--- config.mk ---
export PLATFORM = sky130hd
export DESIGN_NAME = game_turn_controller
export DESIGN_NICKNAME = d
export VERILOG_FILES = /design/src/rtl/dice_race_pkg.sv /design/src/rtl/game_turn_controller.sv
export SDC_FILE = /design/constraint.sdc
export NUM_CORES = 1
export LEC_CHECK = 0
export ABC_AREA = 1
export BUFFER_PORTS_ARGS = -buffer_cell sky130_fd_sc_hd__buf_2
export CELL_PAD_IN_SITES_DETAIL_PLACEMENT = 0
export CELL_PAD_IN_SITES_GLOBAL_PLACEMENT = 1
export CORE_MARGIN = 2
export CORE_UTILIZATION = 43
export CTS_BUF_LIST = sky130_fd_sc_hd__clkbuf_4 sky130_fd_sc_hd__clkbuf_8 sky130_fd_sc_hd__clkbuf_16
export DETAILED_ROUTE_END_ITERATION = 8
export GPL_TIMING_DRIVEN = 0
export PLACE_DENSITY = 0.75
export SYNTH_ARGS = -nofsm -noshare
export SYNTH_HDL_FRONTEND = slang
export SYNTH_SLANG_ARGS = --single-unit
--- constraint.sdc ---
create_clock -name clk -period 2 [get_ports clk]
set_input_delay 0.2 -clock clk [delete_from_list [all_inputs] [get_ports clk]]
set_output_delay 0.2 -clock clk [all_outputs]
set_load 0.01 [all_outputs]
--- src/rtl/dice_race_pkg.sv ---
// Shared types and constants for the dice race board logic.
// Includes the saturating tile adder used to advance a player.
package dice_race_pkg;

    typedef enum logic [2:0] {
        S_IDLE      = 3'd0,
        S_WAIT_DICE = 3'd1,
        S_MOVE      = 3'd2,
        S_WAIT_DONE = 3'd3,
        S_WIN       = 3'd4
    } state_e;

    localparam int TILE_W = 4;
    localparam int N_TILES_DEFAULT = 16;
    localparam logic [TILE_W-1:0] FINISH_TILE = TILE_W'(N_TILES_DEFAULT - 1);

    localparam logic PLAYER1 = 1'b0;
    localparam logic PLAYER2 = 1'b1;

    // The sum is formed one bit wider so an overshoot past the finish tile cannot wrap.
    function automatic logic [TILE_W-1:0] sat_add(input logic [TILE_W-1:0] pos,
                                                  input logic [2:0]        dice,
                                                  input logic [TILE_W-1:0] limit);
        logic [TILE_W:0] sum;
        sum = {1'b0, pos} + (TILE_W+1)'(dice);
        if (sum > {1'b0, limit}) begin
            return limit;
        end else begin
            return sum[TILE_W-1:0];
        end
    endfunction

endpackage

--- src/rtl/game_turn_controller.sv ---
// Turn sequencer for the dice race: accepts rolls, moves the active player,
// then waits for the renderer (or a watchdog) before checking for a winner.
module game_turn_controller
    import dice_race_pkg::*;
#(
    parameter int N_TILES        = 16,
    parameter int TIMEOUT_CYCLES = 50_000_000,
    parameter int DICE_MAX       = 6
) (
    input  logic              clk,
    input  logic              reset,
    input  logic              game_start,
    input  logic              dice_valid,
    input  logic [2:0]        dice_value,
    input  logic              turn_done,
    output logic [TILE_W-1:0] p1_pos,
    output logic [TILE_W-1:0] p2_pos,
    output logic              turn,
    output logic              pos_valid,
    output logic              winner_valid,
    output logic              winner,
    output logic              dice_err,
    output logic              busy
);

    localparam logic [TILE_W-1:0] FINISH = TILE_W'(N_TILES - 1);
    localparam int CNT_W = (TIMEOUT_CYCLES > 1) ? $clog2(TIMEOUT_CYCLES + 1) : 1;
    localparam logic [CNT_W-1:0] CNT_LAST =
        (TIMEOUT_CYCLES > 0) ? CNT_W'(TIMEOUT_CYCLES - 1) : {CNT_W{1'b0}};
    localparam logic [2:0] DMAX = 3'(DICE_MAX);

    state_e            state_r;
    logic [2:0]        dice_r;
    logic [CNT_W-1:0]  cnt_r;

    logic [TILE_W-1:0] active_pos_s;
    logic [TILE_W-1:0] moved_pos_s;
    logic              dice_ok_s;
    logic              timed_out_s;
    logic              wait_exit_s;

    // Move arithmetic, dice legality and the wait-exit condition.
    always_comb begin
        active_pos_s = (turn == PLAYER2) ? p2_pos : p1_pos;
        moved_pos_s  = sat_add(active_pos_s, dice_r, FINISH);
        dice_ok_s    = (dice_value != 3'd0) && (dice_value <= DMAX);
        timed_out_s  = (TIMEOUT_CYCLES != 0) && (cnt_r == CNT_LAST);
        wait_exit_s  = turn_done || timed_out_s;
    end

    // Game FSM with all outputs registered; game_start overrides everything.
    always_ff @(posedge clk or posedge reset) begin
        if (reset) begin
            state_r      <= S_IDLE;
            dice_r       <= 3'd0;
            cnt_r        <= {CNT_W{1'b0}};
            p1_pos       <= {TILE_W{1'b0}};
            p2_pos       <= {TILE_W{1'b0}};
            turn         <= PLAYER1;
            pos_valid    <= 1'b0;
            winner_valid <= 1'b0;
            winner       <= 1'b0;
            dice_err     <= 1'b0;
            busy         <= 1'b0;
        end else begin
            pos_valid <= 1'b0;
            dice_err  <= 1'b0;
            if (game_start) begin
                state_r      <= S_WAIT_DICE;
                cnt_r        <= {CNT_W{1'b0}};
                p1_pos       <= {TILE_W{1'b0}};
                p2_pos       <= {TILE_W{1'b0}};
                turn         <= PLAYER1;
                winner_valid <= 1'b0;
                winner       <= 1'b0;
                busy         <= 1'b0;
            end else begin
                case (state_r)
                    S_IDLE: begin
                        state_r <= S_IDLE;
                    end
                    S_WAIT_DICE: begin
                        if (dice_valid) begin
                            if (dice_ok_s) begin
                                dice_r  <= dice_value;
                                busy    <= 1'b1;
                                state_r <= S_MOVE;
                            end else begin
                                dice_err <= 1'b1;
                            end
                        end
                    end
                    S_MOVE: begin
                        if (turn == PLAYER2) begin
                            p2_pos <= moved_pos_s;
                        end else begin
                            p1_pos <= moved_pos_s;
                        end
                        pos_valid <= 1'b1;
                        cnt_r     <= {CNT_W{1'b0}};
                        state_r   <= S_WAIT_DONE;
                    end
                    S_WAIT_DONE: begin
                        if (wait_exit_s) begin
                            busy  <= 1'b0;
                            cnt_r <= {CNT_W{1'b0}};
                            if (active_pos_s == FINISH) begin
                                winner       <= turn;
                                winner_valid <= 1'b1;
                                state_r      <= S_WIN;
                            end else begin
                                turn    <= ~turn;
                                state_r <= S_WAIT_DICE;
                            end
                        end else begin
                            cnt_r <= cnt_r + CNT_W'(1'b1);
                        end
                    end
                    S_WIN: begin
                        state_r <= S_WIN;
                    end
                    default: begin
                        state_r <= S_IDLE;
                    end
                endcase
            end
        end
    end

endmodule
==> reports/metrics.cfg, run 1 <==
[status]
status = complete, no violations

[synthesis]
synth-seq-cells = 46
synth_edf_count = 0
synth_top_family_by_area = simple AND/OR/NAND/NOR gates
synth_area_per_cell_um2 = 7.02
synth_mux_area_share_pct = 0.406
synth_warnings = 0
synthXorXnorAreaFrac_pct = 1.58
synth_top_flop_cell = dfrtp_1
synthesis.area_um2 = 2770
synth_nets = 408
synth-async-reset-ratio_pct = 100
ys_types = 29
synth_compound_area_share_pct = 6.27
syn_inst = 395
synthSimpleGateAreaFrac_pct = 38.8
synth-adder-area-share_pct = 2.53
synth-seq-area-share_pct = 41.5

[final_layout]
area_growth_pct = 14.7
fillers = 661
final_layout_size_suffix_gt1_share_pct = 17.9
finalNonFillerCells = 506
num-nets-final = 441
diodes = 0
layout_commonest_cell = nand2_1
mostFrequentLayoutCells = nand2_1, nor2_1, inv_1
design_area_um2 = 3180

[setup_path]
worstPathRequired_ps = 2230
path_class = flop to flop
worstPathMaxFanout = 5
crit_arrival_ps = 2120
start_kind = flop
cp-end-kind = flop

[global_route]
top_usage_layer = met2
grt_util_met3_pct = 2.95
grt_pass1_vias = 2383
globalRouteTotalUtil_pct = 19.4
grtUsageMet2_pct = 35.2
antenna_found_initial = 0
grt_max_degree = 33
grt_overflow = 0
grt_pass1_wl_mm = 11.0
gr-usage-met1_pct = 23.7

[clocking]
cts_root_buf = clkbuf_8
cts-buffers-inserted = 5
path_clk_slew_ps = 90
clock-sinks = 46
clk_latency_ps = 300
cts_tree = built
cts_max_path_buffers = 2
cts_max_level = 2

[floorplanning]
start_util_pct = 44.2
fp.dieW_um = 84.3
row_count = 29
chipHeight_um = 84.3
ios = 22
die-area_um2 = 7110
core_um2 = 6280

[routing]
drtPass1Iterations = 4
vias = 2458
route.detailed.drc = 0
wl_per_cell_um = 12.8
vias_per_cell = 4.86
drtAntennaViolNets = 0
routed_wirelength_mm = 6.48
drtIter0Drc = 73

[sta]
rsz0062_at_grt = true
final_hold_viol_count = 0
relSlewSlack_pct = 70.7
min_period_ps = 1890
max_freq_ghz = 0.528
fin_skew_ps = 9.35
finalMaxSlewViolations = 0
timing.hold.ws_ps = 127
fin_crit_sh_pct = 94.6
worst_slew_pin_slew_ps = 439
finalSetupViolCount = 0

[placed_design]
place_inst = 493
gp_congestion = 0.822
numPortBuffers = 20
placed_cell_area_um2 = 2990
dp.final_hpwl_mm = 4.88

[power]
power_leakage_nw = 1.52
p_per_area_nw_per_um2 = 935
ir_drop_mv = 0.555

[worst_hold_path]
hold_class = input port to flop

[job]
maxCapViolCount = 0

flip-flops by register name, indices dropped and copies added, names as in the netlist:
register,count
turn,1
p1_pos,4
busy,1
winner_valid,1
dice_r,3
cnt_r,26
winner,1
dice_err,1
p2_pos,4
state_r,3
pos_valid,1
kinds of logic (layout without fill, tap and decap cells):
| family | after synthesis | count (layout) |
|---|---|---|
| adders and majority gates | 5 | 5 |
| and+or+nand+nor | 245 | 245 |
| DFF | 46 | 46 |
| muxes | 1 | 1 |
| buffers and inverters | 60 | 94 |
| AOI/OAI and AO/OA | 33 | 33 |
| xor gates and xnor gates | 5 | 5 |
power breakdown:
group / switching (mW) / internal [mW] / leakage (nW) / total, mW
registers: 0.109 / 1.06 / 0.621 / 1.17
clock network: 0.324 / 0.293 / 0.0517 / 0.617
logic: 0.720 / 0.465 / 0.851 / 1.18
total: 1.15 / 1.82 / 1.52 / 2.97
Yosys cell counts, types with 2 or more instances:
cell type / number / area, um^2
nand2_1: 120 / 450
nor2_1: 64 / 240
inv_1: 53 / 199
dfrtp_1: 46 / 1150
nand3_1: 23 / 115
o21ai_0: 18 / 90.1
a21oi_1: 9 / 45.0
nor3_1: 9 / 45.0
nand4_1: 7 / 43.8
nor2_2: 6 / 37.5
buf_2: 4 / 20.0
ha_1: 4 / 50.1
nand2_2: 4 / 25.0
nor2_4: 4 / 45.0
xor2_1: 4 / 35.0
nand2_4: 2 / 22.5
nand3_2: 2 / 20.0
nor3_2: 2 / 20.0
o21ai_1: 2 / 10.0
o22ai_1: 2 / 12.5
or2_2: 2 / 12.5
layout make-up:
class / instances / area [um^2] / share of cell area (%)
multi-input combinational: 289 / 1430 / 44.9
timing repair buffer: 27 / 168 / 5.27
inverter: 55 / 211 / 6.65
sequential: 46 / 1150 / 36.2
clock inverter: 1 / 5.00 / 0.157
buffer: 4 / 30.0 / 0.944
tap: 77 / 96.3 / 3.03
clock buffer: 7 / 90.1 / 2.83
worst max-delay path, stage by stage, from the launching register on:
cell and delay (ps):
dfrtp_2 460, o21ai_4 200, ha_4 150, inv_1 40, fa_2 350, nor2_2 120
or2_4 140, nand2_4 50, o21ai_1 70, nand2_1 80, o21ai_1 150
final timing paths:
| check | endpoint | slack [ps] | start | cells after the start |
|---|---|---|---|---|
| max | p2_pos[2] | 110 | turn | 10 |
| min | dice_err | 130 | dice_valid | 3 |
| max reg2reg | p2_pos[2] | 110 | turn | 10 |
| min reg2reg | dice_r[2] | 510 | dice_r[2] | 2 |
| max in group asynchronous | cnt_r[4] | 1110 | reset | 4 |
| min in group asynchronous | dice_err | 400 | reset | 3 |
through the flow:
| step | power [mW] | setup slack (ps) | util (%) | setup TNS (ps) |
|---|---|---|---|---|
| 2_1_floorplan | 1.89 | 56.2 | - | 0 |
| 3_3_place_gp | 2.18 | -194 | 47.3 | -3320 |
| 3_5_place_dp | 2.19 | -166 | 47.6 | -1090 |
| 4_1_cts | 2.90 | 35.0 | 49.9 | 0 |
| 5_1_grt | 3.23 | -50.4 | 50.7 | -130 |
| 6_report | 2.97 | 107 | 50.7 | 0 |
what timing repair did:
item	CTS	global route
resized for setup	8	13
buffers inserted	3	2
endpoints found under the hold margin	14	0
hold buffers	1	0
setup endpoints to repair	8	8
pin swaps	3	4
metal layers:
layer | vias to the layer above | wire length, um
met4 | 0 | 103
li1 | 1296 | -
met3 | 8 | 138
met1 | 1126 | 2900
met5 | - | 0
met2 | 28 | 3340
Note: power is estimated with default switching activity, not from simulation.
==> run 2, diff against run 1 <==
ABC_AREA = not set   (was 1)
CORE_UTILIZATION = 46   (was 43)
==> reports/metrics.cfg, run 2 <==
[final_layout]
largestRegisters = cnt_r (26), p1_pos (4), p2_pos (4)
largest_register_ffs = 26  ; unchanged
mostFrequentLayoutCells = dfrtp_1, buf_2, nand2_1
fillers = 447  ; -32%
num-nets-final = 324  ; -27%
area_growth_pct = 29.7
regMostFlops = cnt_r
fin_util_pct = 63.0  ; +12 points
finalNonFillerCells = 382  ; -25%
final_layout_size_suffix_gt1_share_pct = 35.9  ; +18 points
layout_commonest_cell = dfrtp_1
design_area_um2 = 3280  ; +3.0%
diodes = 0  ; unchanged

[placed_design]
gp_congestion = 0.761  ; -7.4%
numPortBuffers = 21  ; +5.0%
dp.final_hpwl_mm = 3.81  ; -22%
placed_cell_area_um2 = 2760  ; -7.6%
pre_cts_slack_ps = -244  ; -78.0 ps
place_inst = 359  ; -27%

[synthesis]
syn_inst = 267  ; -32%
synthMostInstantiatedCell = dfrtp_1
yosys-top-cells-count = dfrtp_1, nor2_1, nand2_1
synth_top_flop_cell = dfrtp_1
synth_area_per_cell_um2 = 9.47  ; +35%
synth_warnings = 0  ; unchanged
synth_top_area_cell = dfrtp_1
synth_area_leaders = dfrtp_1, nor2_1, mux2_2
synth.top_cell.area_share_pct = 45.5  ; +4.0 points
synth-seq-cells = 46  ; unchanged
ys_types = 46  ; +59%
synth_edf_count = 0  ; unchanged
synthesis.area_um2 = 2530  ; -8.9%
synth_nets = 280  ; -31%
synth-seq-area-share_pct = 45.5  ; +4.0 points
synth-async-reset-ratio_pct = 100  ; unchanged

[sta]
fin_skew_ps = 10.7  ; +1.38 ps
timing.hold.ws_ps = 155  ; +27.4 ps
rsz0062_at_grt = true
fin_ws_ps = -170  ; -278 ps
fin_setup_tns_ps = -1140  ; -1140 ps
relSlewSlack_pct = 44.8  ; -26 points
fin_crit_sh_pct = 109  ; +14 points
finalSetupViolCount = 33  ; +33
finalMaxSlewViolations = 0  ; unchanged
max_freq_ghz = 0.461  ; -13%
worst_slew_pin_slew_ps = 825  ; +386 ps
min_period_ps = 2170  ; +278 ps
final_hold_viol_count = 0  ; unchanged

[routing]
drtIter0Drc = 91  ; +25%
route.detailed.drc = 0  ; unchanged
wl_per_cell_um = 15.8  ; +23%
vias_per_cell = 5.53  ; +14%
vias = 2111  ; -14%
drtPass1Iterations = 4  ; unchanged
drtAntennaViolNets = 0  ; unchanged
routed_wirelength_mm = 6.04  ; -6.8%

[setup_path]
worstPathRequired_ps = 2190  ; -40 ps
crit_arrival_ps = 2360  ; +240 ps
worstPathMaxFanout = 5  ; unchanged
critPathLaunch = turn
rr_startpoint = turn
cp-end-kind = flop
path_class = flop to flop
start_kind = flop

[status]
failed_checks = setup timing
status = finished, violations left

[global_route]
grt_util_met3_pct = 3.68  ; +0.73 points
top_usage_layer = met1
grtUsageMet2_pct = 29.2  ; -6.0 points
grt_pass1_wl_mm = 9.80  ; -11%
globalRouteTotalUtil_pct = 20.4  ; +0.98 points
antenna_found_initial = 0  ; unchanged
grt_overflow = 0  ; unchanged
grt_max_degree = 33  ; unchanged
grt_pass1_vias = 1946  ; -18%
gr-usage-met1_pct = 31.1  ; +7.4 points

[power]
ir_drop_mv = 0.468  ; -16%
p_per_area_nw_per_um2 = 661  ; -29%
finalPower_mw = 2.17  ; -27%
seqPwrFrac_pct = 46.4  ; +7.0 points
clkPwrFrac_pct = 33.2  ; +13 points
switching_share_pct = 27.8  ; -11 points
p_sw_mw = 0.601  ; -48%
power_leakage_nw = 1.37  ; -9.9%
power.internal_mw = 1.57  ; -14%
pwr-share-comb_pct = 20.4  ; -19 points

[worst_hold_path]
hold_class = input port to flop
min_from = dice_value[2]

[clocking]
path_clk_slew_ps = 90  ; about the same
cts_max_path_buffers = 2  ; unchanged
cts-buffers-inserted = 5  ; unchanged
clk_latency_ps = 300  ; about the same
cts_root_buf = clkbuf_8
clock-sinks = 46  ; unchanged
cts_max_level = 2  ; unchanged
cts_tree = built

[floorplanning]
row_count = 26  ; -10%
ios = 22  ; unchanged
chipHeight_um = 78.1  ; -7.3%
fp.dieW_um = 78.1  ; -7.3%
core_um2 = 5200  ; -17%
start_util_pct = 48.6  ; +4.4 points
die-area_um2 = 6100  ; -14%

[job]
maxCapViolCount = 0  ; unchanged

run 2: metal layers:
layer	up-vias	part of all wire (%)
met5	-	0
met4	0	1.3
met3	8	3.4
met2	34	46
met1	1036	50
li1	1033	-
run 2: power by group through the flow:
stage	combinational (mW)	sequential [mW]	clock, mW
6_report	0.443	1.01	0.718
5_1_grt	0.489	1.01	0.778
4_1_cts	0.372	1.00	0.733
3_5_place_dp	0.317	1.02	0
3_3_place_gp	0.311	1.02	0
2_1_floorplan	0.213	1.03	0
run 2: cell families (layout without fill, tap and decap cells):
group                    count (synthesis)  after routing  synth area share, %
AO/OA/AOI/OAI                           40             40                 10.1
adder cells (fa/ha/maj)                  5              5                 2.77
multiplexers                            16             16                 6.83
AND/OR/NAND/NOR                        113            113                 23.6
XOR/XNOR                                20             20                 6.93
buffers and inverters                   27             72                 4.16
flip-flops                              46             46                 45.5
run 2: final timing paths:
check	to	cells past startpoint	slack (ps)
max	p1_pos[3]	9	-170
min	dice_r[0]	2	150
max reg2reg	p1_pos[3]	9	-170
min reg2reg	cnt_r[1]	2	510
max in group asynchronous	cnt_r[15]	4	1120
min in group asynchronous	cnt_r[9]	3	400
run 2: final cells by class:
| class | instances | area (um^2) | area share, % |
|---|---|---|---|
| inverters | 17 | 63.8 | 1.95 |
| plain buffers | 9 | 67.6 | 2.06 |
| well taps | 70 | 87.6 | 2.67 |
| clock buffers | 7 | 83.8 | 2.56 |
| multi-input cells | 194 | 1530 | 46.6 |
| clock inverters | 1 | 30.0 | 0.916 |
| flip-flops and latches | 46 | 1150 | 35.2 |
| repair buffers | 38 | 263 | 8.02 |
run 2: what timing repair did:
action / in CTS / in global routing
gates cloned: 0 / 3
hold endpoints to repair: 14 / 0
pin swaps: 7 / 22
resized for setup: 19 / 58
setup buffers: 11 / 1
endpoints found under the setup margin: 41 / 39
hold buffers: 1 / 0
run 2: critical path, cell delays in order, from the launching register on:
cell and delay [ps]:
dfrtp_1 390, buf_8 140, mux2i_4 240, inv_2 80, ha_4 260, a21oi_2 50
nor2_1 130, mux2_4 320, o21ba_4 190, mux2_2 250
